$ cat config.mk
export PLATFORM = sky130hd
export DESIGN_NAME = md_phase_sequencer
export DESIGN_NICKNAME = d
export VERILOG_FILES = /design/src/rtl/md_phase_sequencer.sv
export SDC_FILE = /design/constraint.sdc
export NUM_CORES = 1
export LEC_CHECK = 0
export CORE_ASPECT_RATIO = 0.9
export CORE_MARGIN = 1.5
export CORE_UTILIZATION = 55
export DETAILED_ROUTE_END_ITERATION = 8
export GPL_TIMING_DRIVEN = 0
export PLACE_DENSITY_LB_ADDON = 0.12
export SETUP_SLACK_MARGIN = 0.4
export SYNTH_ARGS = -nofsm -noshare
export SYNTH_HDL_FRONTEND = slang
export SYNTH_SLANG_ARGS = --single-unit
$ cat constraint.sdc
create_clock -name clk -period 5.2 [get_ports clk]
set_input_delay 1.04 -clock clk [delete_from_list [all_inputs] [get_ports clk]]
set_output_delay 1.04 -clock clk [all_outputs]
set_load 0.02 [all_outputs]
$ cat src/rtl/md_phase_sequencer.sv
// md_phase_sequencer: per-timestep force/velocity/position phase controller with done-mask collection and watchdog.
module md_phase_sequencer #(
  parameter int N_CELL = 27,
  parameter int TS_W   = 32,
  parameter int WDOG_W = 24
) (
  input  logic                clk,
  input  logic                reset,
  input  logic                start,
  input  logic [TS_W-1:0]     n_steps,
  output logic                p1_ready,
  input  logic [N_CELL-1:0]   p1_done,
  output logic                p2_ready,
  input  logic [N_CELL-1:0]   p2_done,
  output logic                p3_ready,
  input  logic [2*N_CELL-1:0] p3_done,
  output logic                double_buffer,
  output logic [TS_W-1:0]     step_count,
  output logic                busy,
  output logic                run_done,
  output logic                timeout_err
);
  localparam logic [3:0] IDLE     = 4'd0;
  localparam logic [3:0] P1_START = 4'd1;
  localparam logic [3:0] P1_WAIT  = 4'd2;
  localparam logic [3:0] P2_START = 4'd3;
  localparam logic [3:0] P2_WAIT  = 4'd4;
  localparam logic [3:0] P3_START = 4'd5;
  localparam logic [3:0] P3_WAIT  = 4'd6;
  localparam logic [3:0] SWAP     = 4'd7;
  localparam logic [3:0] FINISH   = 4'd8;

  logic [3:0]          state, state_nxt;
  logic [2*N_CELL-1:0] mask, cur_done, acc;
  logic [WDOG_W-1:0]   wdog, wdog_inc;
  logic [TS_W-1:0]     n_reg;
  logic                is_start, is_wait, full, expire;

  // Phases 1/2 only fill the low half of the shared mask; the upper half is forced complete.
  always_comb begin
    is_start  = state == P1_START || state == P2_START || state == P3_START;
    is_wait   = state == P1_WAIT || state == P2_WAIT || state == P3_WAIT;
    cur_done  = state == P1_WAIT ? {{N_CELL{1'b1}}, p1_done} :
                state == P2_WAIT ? {{N_CELL{1'b1}}, p2_done} : p3_done;
    acc       = mask | cur_done;
    full      = &acc;
    wdog_inc  = wdog + WDOG_W'(1);
    expire    = &wdog_inc;
    state_nxt = state;
    case (state)
      IDLE:     if (start) state_nxt = n_steps == '0 ? FINISH : P1_START;
      P1_START: state_nxt = P1_WAIT;
      P1_WAIT:  state_nxt = full ? P2_START : expire ? FINISH : P1_WAIT;
      P2_START: state_nxt = P2_WAIT;
      P2_WAIT:  state_nxt = full ? P3_START : expire ? FINISH : P2_WAIT;
      P3_START: state_nxt = P3_WAIT;
      P3_WAIT:  state_nxt = full ? SWAP : expire ? FINISH : P3_WAIT;
      SWAP:     state_nxt = step_count + TS_W'(1) == n_reg ? FINISH : P1_START;
      FINISH:   state_nxt = IDLE;
      default:  state_nxt = IDLE;
    endcase
  end

  always_ff @(posedge clk) begin
    if (reset) begin
      state         <= IDLE;
      mask          <= '0;
      wdog          <= '0;
      n_reg         <= '0;
      step_count    <= '0;
      double_buffer <= 1'b0;
      timeout_err   <= 1'b0;
      p1_ready      <= 1'b0;
      p2_ready      <= 1'b0;
      p3_ready      <= 1'b0;
      busy          <= 1'b0;
      run_done      <= 1'b0;
    end else begin
      state    <= state_nxt;
      p1_ready <= state_nxt == P1_START;
      p2_ready <= state_nxt == P2_START;
      p3_ready <= state_nxt == P3_START;
      busy     <= state_nxt != IDLE;
      run_done <= state_nxt == FINISH;
      if (state == IDLE && start) begin
        n_reg       <= n_steps;
        step_count  <= '0;
        timeout_err <= 1'b0;
      end
      if (is_start) begin
        mask <= '0;
        wdog <= '0;
      end
      if (is_wait) begin
        mask <= acc;
        wdog <= wdog_inc;
      end
      if (is_wait && !full && expire) timeout_err <= 1'b1;
      if (state == SWAP) begin
        double_buffer <= ~double_buffer;
        step_count    <= step_count + TS_W'(1);
      end
    end
  end
endmodule
Yosys cells after proc, flatten, opt, wreduce, memory -nomap -nowiden
Index checks and enable logic that the tools add are counted.
- input bits: 143
- bits in registers: 153
- output and inout port bits: 39
- word-level logic and storage cells: 64
- bitwise logic cells: 2
- mux-type cells: 20
- add/subtract/negate cells: 2
- reduce and logical (&&, ||, !) cells: 16
- equality and inequality tests: 12
- operators by type and width (cell ; count):
    $mux 54 ; 4
    $mux 32 ; 2
    $or 54x54->54 ; 1
    $reduce_and 54->1 ; 1
    $mux 24 ; 2
    $mux 4 ; 9
    $add 32x1->32 const B ; 1
    $eq 32x32->1 ; 1
    $logic_not 32->1 ; 1
    $pmux 4 s8 ; 1
    $add 24x1->24 const B ; 1
    $reduce_and 24->1 ; 1
    $eq 4x3->1 const B ; 5
    $eq 4x2->1 const B ; 3
    $eq 4x1->1 const B ; 2
    $reduce_bool 2->1 ; 3
    $eq 4x4->1 const B ; 1
    $logic_not 4->1 ; 1
    $logic_or 1x1->1 ; 4
    $reduce_bool 4->1 ; 1
    $logic_and 1x1->1 ; 3
    $mux 1 ; 2
    $logic_not 1->1 ; 1
    $not 1->1 ; 1

Longest topological paths before layout
Gate-level depths: netlist of the first run.
- depth in word-level cells: 9
- depth in mapped cells: 12
- gate-level depth less buffers: 10

Worst setup path after synthesis of the first run
Ideal clock, no wire load.
- kind: register -> register
- start point: register step_count[0]
- end point: register p3_ready
- arrival time: 3.343 ns
- slack: 1.727 ns
- buffers on the path: 0
- required time: 5.070 ns
- clock period less this slack: 3.473 ns
- stages on the path, launching flop included: 11
- library setup time: 0.130 ns
- cells stage by stage: dfxtp_1 > ha_1 > nand3_2 > or3_4 > or2_2 > xnor2_1 > a2111oi_0 > nand3_1 > or4_4 > a211o_1 > nor4b_1
- longest elaborated chain between the ends: 5
- RTL lines (item ; line ; text):
    from (decl) ; 18 ; output logic [TS_W-1:0] step_count,
    from (signal assigned) ; 101 ; step_count <= step_count + TS_W'(1);
    $add 32x1->32 ; 58 ; SWAP: state_nxt = step_count + TS_W'(1) == n_reg ? FINISH : P1_START;
    $eq 32x32->1 ; 58 ;
    $mux 4 ; 58 ;
    $pmux 4 s8 ; 50 ; case (state)
    $eq 4x3->1 ; 82 ; p3_ready <= state_nxt == P3_START;
    to (signal assigned) ; 75 ; p3_ready <= 1'b0;
    to (signal assigned) ; 82 ;
    to (decl) ; 15 ; output logic p3_ready,
No other way between the ends.
A chain may end at the register's enable or synchronous reset.

Worst setup path after layout of the first run
- start point: register state[3]
- end point: register p3_ready
- longest elaborated chain between the ends: 8
- elaborated cells on any way between the ends: 18
- classes of those cells: 8 x eq/ne; 7 x mux; 1 x bitwise; 2 x reduce/logical
- RTL lines (item ; line ; text):
    from (decl) ; 33 ; logic [3:0] state, state_nxt;
    from (signal assigned) ; 79 ; state <= state_nxt;
    $eq 4x3->1 ; 44, 50 ;
    $mux 54 ; 44 ; state == P2_WAIT ? {{N_CELL{1'b1}}, p2_done} : p3_done;
    $mux 54 ; 43 ; cur_done = state == P1_WAIT ? {{N_CELL{1'b1}}, p1_done} :
    $or 54x54->54 ; 45 ; acc = mask | cur_done;
    $reduce_and 54->1 ; 46 ; full = &acc;
    $mux 4, on equally long branches ; 57, 53, 55 ;
    $pmux 4 s8 * ; 50 ;
    $eq 4x3->1 * ; 82 ;
Every way passes the cells marked *; elsewhere a longest branch is shown, timed or not.

==> summary.txt, run 1 <==
DRT Wirelength: 30800 µm
Hold WC Path Type: flip-flop to flip-flop
synth top area cells: dfxtp_1 (34%), a21oi_1 (9.1%), nand2_1 (7.4%), o21ai_0 (5.9%), nor2_1 (4.6%)
CP Cell Sequence: clkbuf_1 -> nor4b_1 -> clkbuf_1 -> nand2_1 -> nand4b_1 -> nand4_1 -> nor4_1 -> nand4_1 -> o2111ai_1 -> a21oi_1 -> nor4b_1
Diodes inserted: 0
clk_skew: 18.8 ps
PnR worst setup slack: 922 ps
syn_area_per_cell: 7.31 µm²
clk_lat worst skew: 450 ps
Rel. slew slack: 20.9%
CTS Buf Count: 17
minimum clock period: 4280 ps
Die Footprint: 17000 µm²
clock sink count: 153
Post-synth top cells: nand2_1 (176), a21oi_1 (162), dfxtp_1 (153)
Post-Syn Area: 8950 µm²
setup tns final: 0 ps
final hold vios: 0
post-synth top area share: 34.2%
CP delay by family, top: simple AND/OR/NAND/NOR gates
CP bufs+invs: 2
vias in the first global route: 9270
worst path required time: 5500 ps
fin crit share: 82.3%
first-pass GRT wire length: 47400 µm
Max Cap Viol: 0
largest area contributor in the netlist: dfxtp_1
fin nets: 1569
Port-buffer cells: 180
via count: 10207
max FFs per register: 54
Main synth FF type: dfxtp_1
Power Total: 3120 µW
Slew Limit Fails: 0
CTS tree: built
Ports: 182
die width: 137 µm
status: finished clean
top-count cell post-synth: nand2_1
pwr/cell area: 268 nW/µm²
Cells after DPL: 1611
static leakage: 0.00389 µW
slowest stage delay, CP: 1050 ps
DRT iter0 DRCs: 1023
clk buf depth: 2
post-CTS repair timing setup buffer count: 0
final number of setup-violating endpoints: 0
RSZ-0062 raised after global routing: no
asr flop ratio synth: 0%
largest net degree at the start of global routing: 20
hold buffers post-CTS: 0
Most Crowded Layer GR: met2
fmax: 234 MHz
endpoint type of the worst setup path: flip-flop
GRT Overall Usage: 36.0%
crit path launch type: flip-flop
Syn Inst Count: 1224
DP HPWL: 22800 µm
initial antenna violation count: 0
register area share after synthesis: 34.2%
CP Max Fanout: 10
placer congestion estimate: 1.00
WL/cell: 18.7 µm
FF+latch count, synth: 153
syn nets: 1370
length of the first detailed-routing pass in iterations: 8
worst-margin pin slew: 1170 ps
Clock Pin Slew Worst Setup and Hold Paths: 80 ps
layout cell share with drive strength beyond 1: 4.81%
# DRC: 0
met1 GRT Util: 48.5%
Final ANT Viol Nets: 0
final hold slack: 458 ps
synth warn: 0
CP Class: flip-flop to flip-flop
DP Worst Slack: 1200 ps
WP data arrival: 4580 ps
FILL cells: 1368
Cell variety after synth: 68
met2 usage: 56.2%
row cnt: 44
Initial Util: 55.9%
H-Tree Level Count: 4
Root Buffer: clkbuf_16
Core Area: 16000 µm²
worst vdd rail ir drop: 0.293 mV
Overflow after GRT: 0
Die Ht: 124 µm
Cell Count, Final, Fillers Out: 1643
synthesis-to-finish area growth: 29.9%
# resized after CTS: 0
number of synthesized flops with an enable pin: 0
met3 global-route usage: 6.35%
DR vias/cell: 6.21
CP max-delay cell: nor4b_1
## layer usage
metal	vias to the layer above	wire length, µm
met1	4739	13300
met4	0	1070
met2	548	13500
met5	-	0
met3	85	2920
li1	4835	-
## layout make-up
cell class / count / area, µm² / area share, %
buffer: 97 / 394 / 3.39
inverter: 9 / 33.8 / 0.291
clock inverter: 15 / 191 / 1.65
clock buffer: 17 / 425 / 3.66
sequential: 153 / 3060 / 26.3
multi-input combinational: 965 / 5460 / 46.9
tap: 207 / 259 / 2.23
timing repair buffer: 180 / 1800 / 15.5
## worst paths after layout
| check | startpoint | end | slack [ps] | cells after the start |
|---|---|---|---|---|
| worst max register to register | state[3] | p3_ready | 920 | 11 |
| worst min-delay path | mask[42] | mask[42] | 460 | 2 |
| worst max-delay path | state[3] | p3_ready | 920 | 11 |
| worst min register to register | mask[42] | mask[42] | 460 | 2 |
## metrics by stage
| stage | util, % | area (µm²) |
|---|---|---|
| CTS | 72.6 | 11600 |
| global route | 72.6 | 11600 |
| finish | 72.6 | 11600 |
| global placement | 68.7 | 11000 |
| floorplan | - | 8950 |
| detailed placement | 68.7 | 11000 |
## tightest hold or removal path, stage by stage (launching register included)
cell and delay (ps):
dfxtp_1 320, nand2_1 50, a21oi_1 50
## cells in the final DEF, fill, tap and decap left out, types with 6 or more instances in the layout
| cell | count |
|---|---|
| nor3_1 | 40 |
| nor4_1 | 25 |
| o21ai_0 | 106 |
| xor2_1 | 15 |
| clkdlybuf4s50_1 | 180 |
| nand4b_1 | 23 |
| nor4b_1 | 24 |
| and2_1 | 19 |
| o22ai_1 | 16 |
| and3_1 | 11 |
| a311oi_1 | 11 |
| nand4_1 | 28 |
| or3_1 | 15 |
| nand3_1 | 28 |
| mux2i_1 | 8 |
| buf_2 | 9 |
| clkbuf_1 | 79 |
| nand2_1 | 176 |
| inv_1 | 9 |
| dfxtp_1 | 153 |
| or2_2 | 6 |
| clkinv_8 | 6 |
| a22oi_1 | 13 |
| clkbuf_16 | 17 |
| a21oi_1 | 162 |
| and4_1 | 9 |
| nand2b_1 | 8 |
| a211oi_1 | 6 |
| xnor2_1 | 37 |
| inv_8 | 6 |
| nor2_1 | 109 |
## cells by family after synthesis
logic type / Yosys count / synth area share, %
simple gates: 550 / 32.1
compound gates: 352 / 22.5
flops: 153 / 34.2
buf+inv: 106 / 4.78
xor+xnor: 52 / 5.09
mux: 8 / 0.895
fa+ha+maj: 3 / 0.419
## power by group
| part | switching [µW] | total, µW | internal [µW] |
|---|---|---|---|
| clock | 613 | 1270 | 657 |
| sequential | 30.5 | 1250 | 1220 |
| combinational | 358 | 599 | 241 |
Power figures use the tool's default switching activity.
==> inputs of run 2 (changes only) <==
CORE_UTILIZATION = 47   (was 55)
clock period = 3.8 ns   (was 5.2 ns; I/O delays follow)
==> summary.txt, run 2 (synthesis results as in run 1) <==
clock sink count: 153
Core Area: 18500 µm²
initial antenna violation count: 1
FF-to-FF path depth: 11
length of the first detailed-routing pass in iterations: 5
worst-margin pin slew: 955 ps
final hold slack: 453 ps
minimum clock period: 3330 ps
GRT Overall Usage: 31.5%
RSZ-0062 raised after global routing: yes
CTS Buf Count: 17
CP max-delay cell: or4_4
max FFs per register: 54
via count: 10279
hold buffers post-CTS: 0
DRT iter0 DRCs: 1074
Initial Util: 48.3%
row cnt: 47
final number of setup-violating endpoints: 0
fin crit share: 87.6%
most common cell after layout, fill and taps aside: clkdlybuf4s50_1
Die Ht: 134 µm
DR vias/cell: 6.08
clk buf depth: 2
Diodes inserted: 0
largest net degree at the start of global routing: 20
CP Class: flip-flop to flip-flop
Die Footprint: 19900 µm²
clk_lat worst skew: 450 ps
WL/cell: 18.7 µm
worst vdd rail ir drop: 0.266 mV
first-pass GRT wire length: 49000 µm
fin nets: 1579
Max Cap Viol: 0
H-Tree Level Count: 4
slowest stage delay, CP: 590 ps
Overflow after GRT: 0
Final Cell Area: 11900 µm²
Port-buffer cells: 180
worst path required time: 4120 ps
placer congestion estimate: 0.971
Root Buffer: clkbuf_16
setup tns final: 0 ps
WHS Path Cells: 2
# DRC: 0
crit path launch type: flip-flop
pwr/cell area: 361 nW/µm²
CP Max Fanout: 9
Power Total: 4300 µW
die width: 148 µm
clk_skew: 14.6 ps
most frequent cells in the layout: clkdlybuf4s50_1 (180), nand2_1 (176), a21oi_1 (161)
layout cell share with drive strength beyond 1: 7.61%
endpoint type of the worst setup path: flip-flop
final hold vios: 0
Slew Limit Fails: 0
Ports: 182
DP HPWL: 23400 µm
synthesis-to-finish area growth: 33.2%
Rel. slew slack: 36.1%
CTS tree: built
static leakage: 0.00401 µW
vias in the first global route: 9334
placed inst area: 11100 µm²
CP Cell Sequence: buf_6 -> nand4_4 -> or4_4 -> nor4_4 -> buf_4 -> and3_2 -> xnor2_1 -> nand4b_1 -> or4_4 -> a211o_1 -> nor4b_1
Hold WC Path Type: flip-flop to flip-flop
most frequent CP cell: or4_4
fmax: 301 MHz
WP data arrival: 3640 ps
Clock Pin Slew Worst Setup and Hold Paths: 80 ps
status: finished clean
Final ANT Viol Nets: 0
DRT Wirelength: 31700 µm
==> run 2: area by class of cell <==
class / instances / area (µm²)
Multi-Input combinational cell: 965 / 5590
Timing Repair Buffer: 190 / 1880
Fill cell: 1727 / 6600
Clock buffer: 17 / 425
Inverter: 9 / 33.8
Clock inverter: 15 / 191
Sequential cell: 153 / 3080
Buffer: 97 / 419
Tap cell: 245 / 307
==> run 2: metal layers <==
layer  up-vias  share of wire [%]  GRT usage (%)
li1       4862                  -              -
met5         -              0.041              0
met1      4826                 44           44.1
met4         2                2.9           10.8
met3        77                9.9           7.55
met2       512                 43           47.1
==> run 2: timing repair <==
item | in CTS | in global routing
resized for setup | 12 | 40
setup endpoints to repair | 29 | 54
pin swaps | 3 | 8
hold endpoints to repair | 0 | 0
buffers inserted | 1 | 9
==> run 2: critical path, delay by kind of cell (launching register included) <==
kind | cells | cell delay [ps]
buffers and inverters | 2 | 340
DFF | 1 | 350
AOI/OAI and AO/OA | 1 | 320
and+or+nand+nor | 7 | 2010
xor gates and xnor gates | 1 | 160
==> run 2: metrics by stage <==
stage | std cells | util, % | setup WS, ps
6_report | 1691 | 64.3 | 473
5_1_grt | 1691 | 64.3 | 396
4_1_cts | 1682 | 63.4 | 371
3_5_place_dp | 1649 | 59.7 | -88.7
3_3_place_gp | 1649 | 59.7 | -67.3
2_1_floorplan | 1224 | - | 445
==> run 2: final timing paths <==
| path | startpoint | to | slack, ps |
|---|---|---|---|
| hold reg to reg | mask[42] | mask[42] | 450 |
| hold / removal | mask[42] | mask[42] | 450 |
| setup / recovery | step_count[12] | p3_ready | 470 |
| setup reg to reg | step_count[12] | p3_ready | 470 |
==> run 2: report_power, final <==
group / leakage [µW] / switching (µW) / internal (µW)
Clock: 0.000301 / 859 / 906
Combinational: 0.00246 / 495 / 337
Sequential: 0.00125 / 40.7 / 1660
Total: 0.00401 / 1390 / 2910
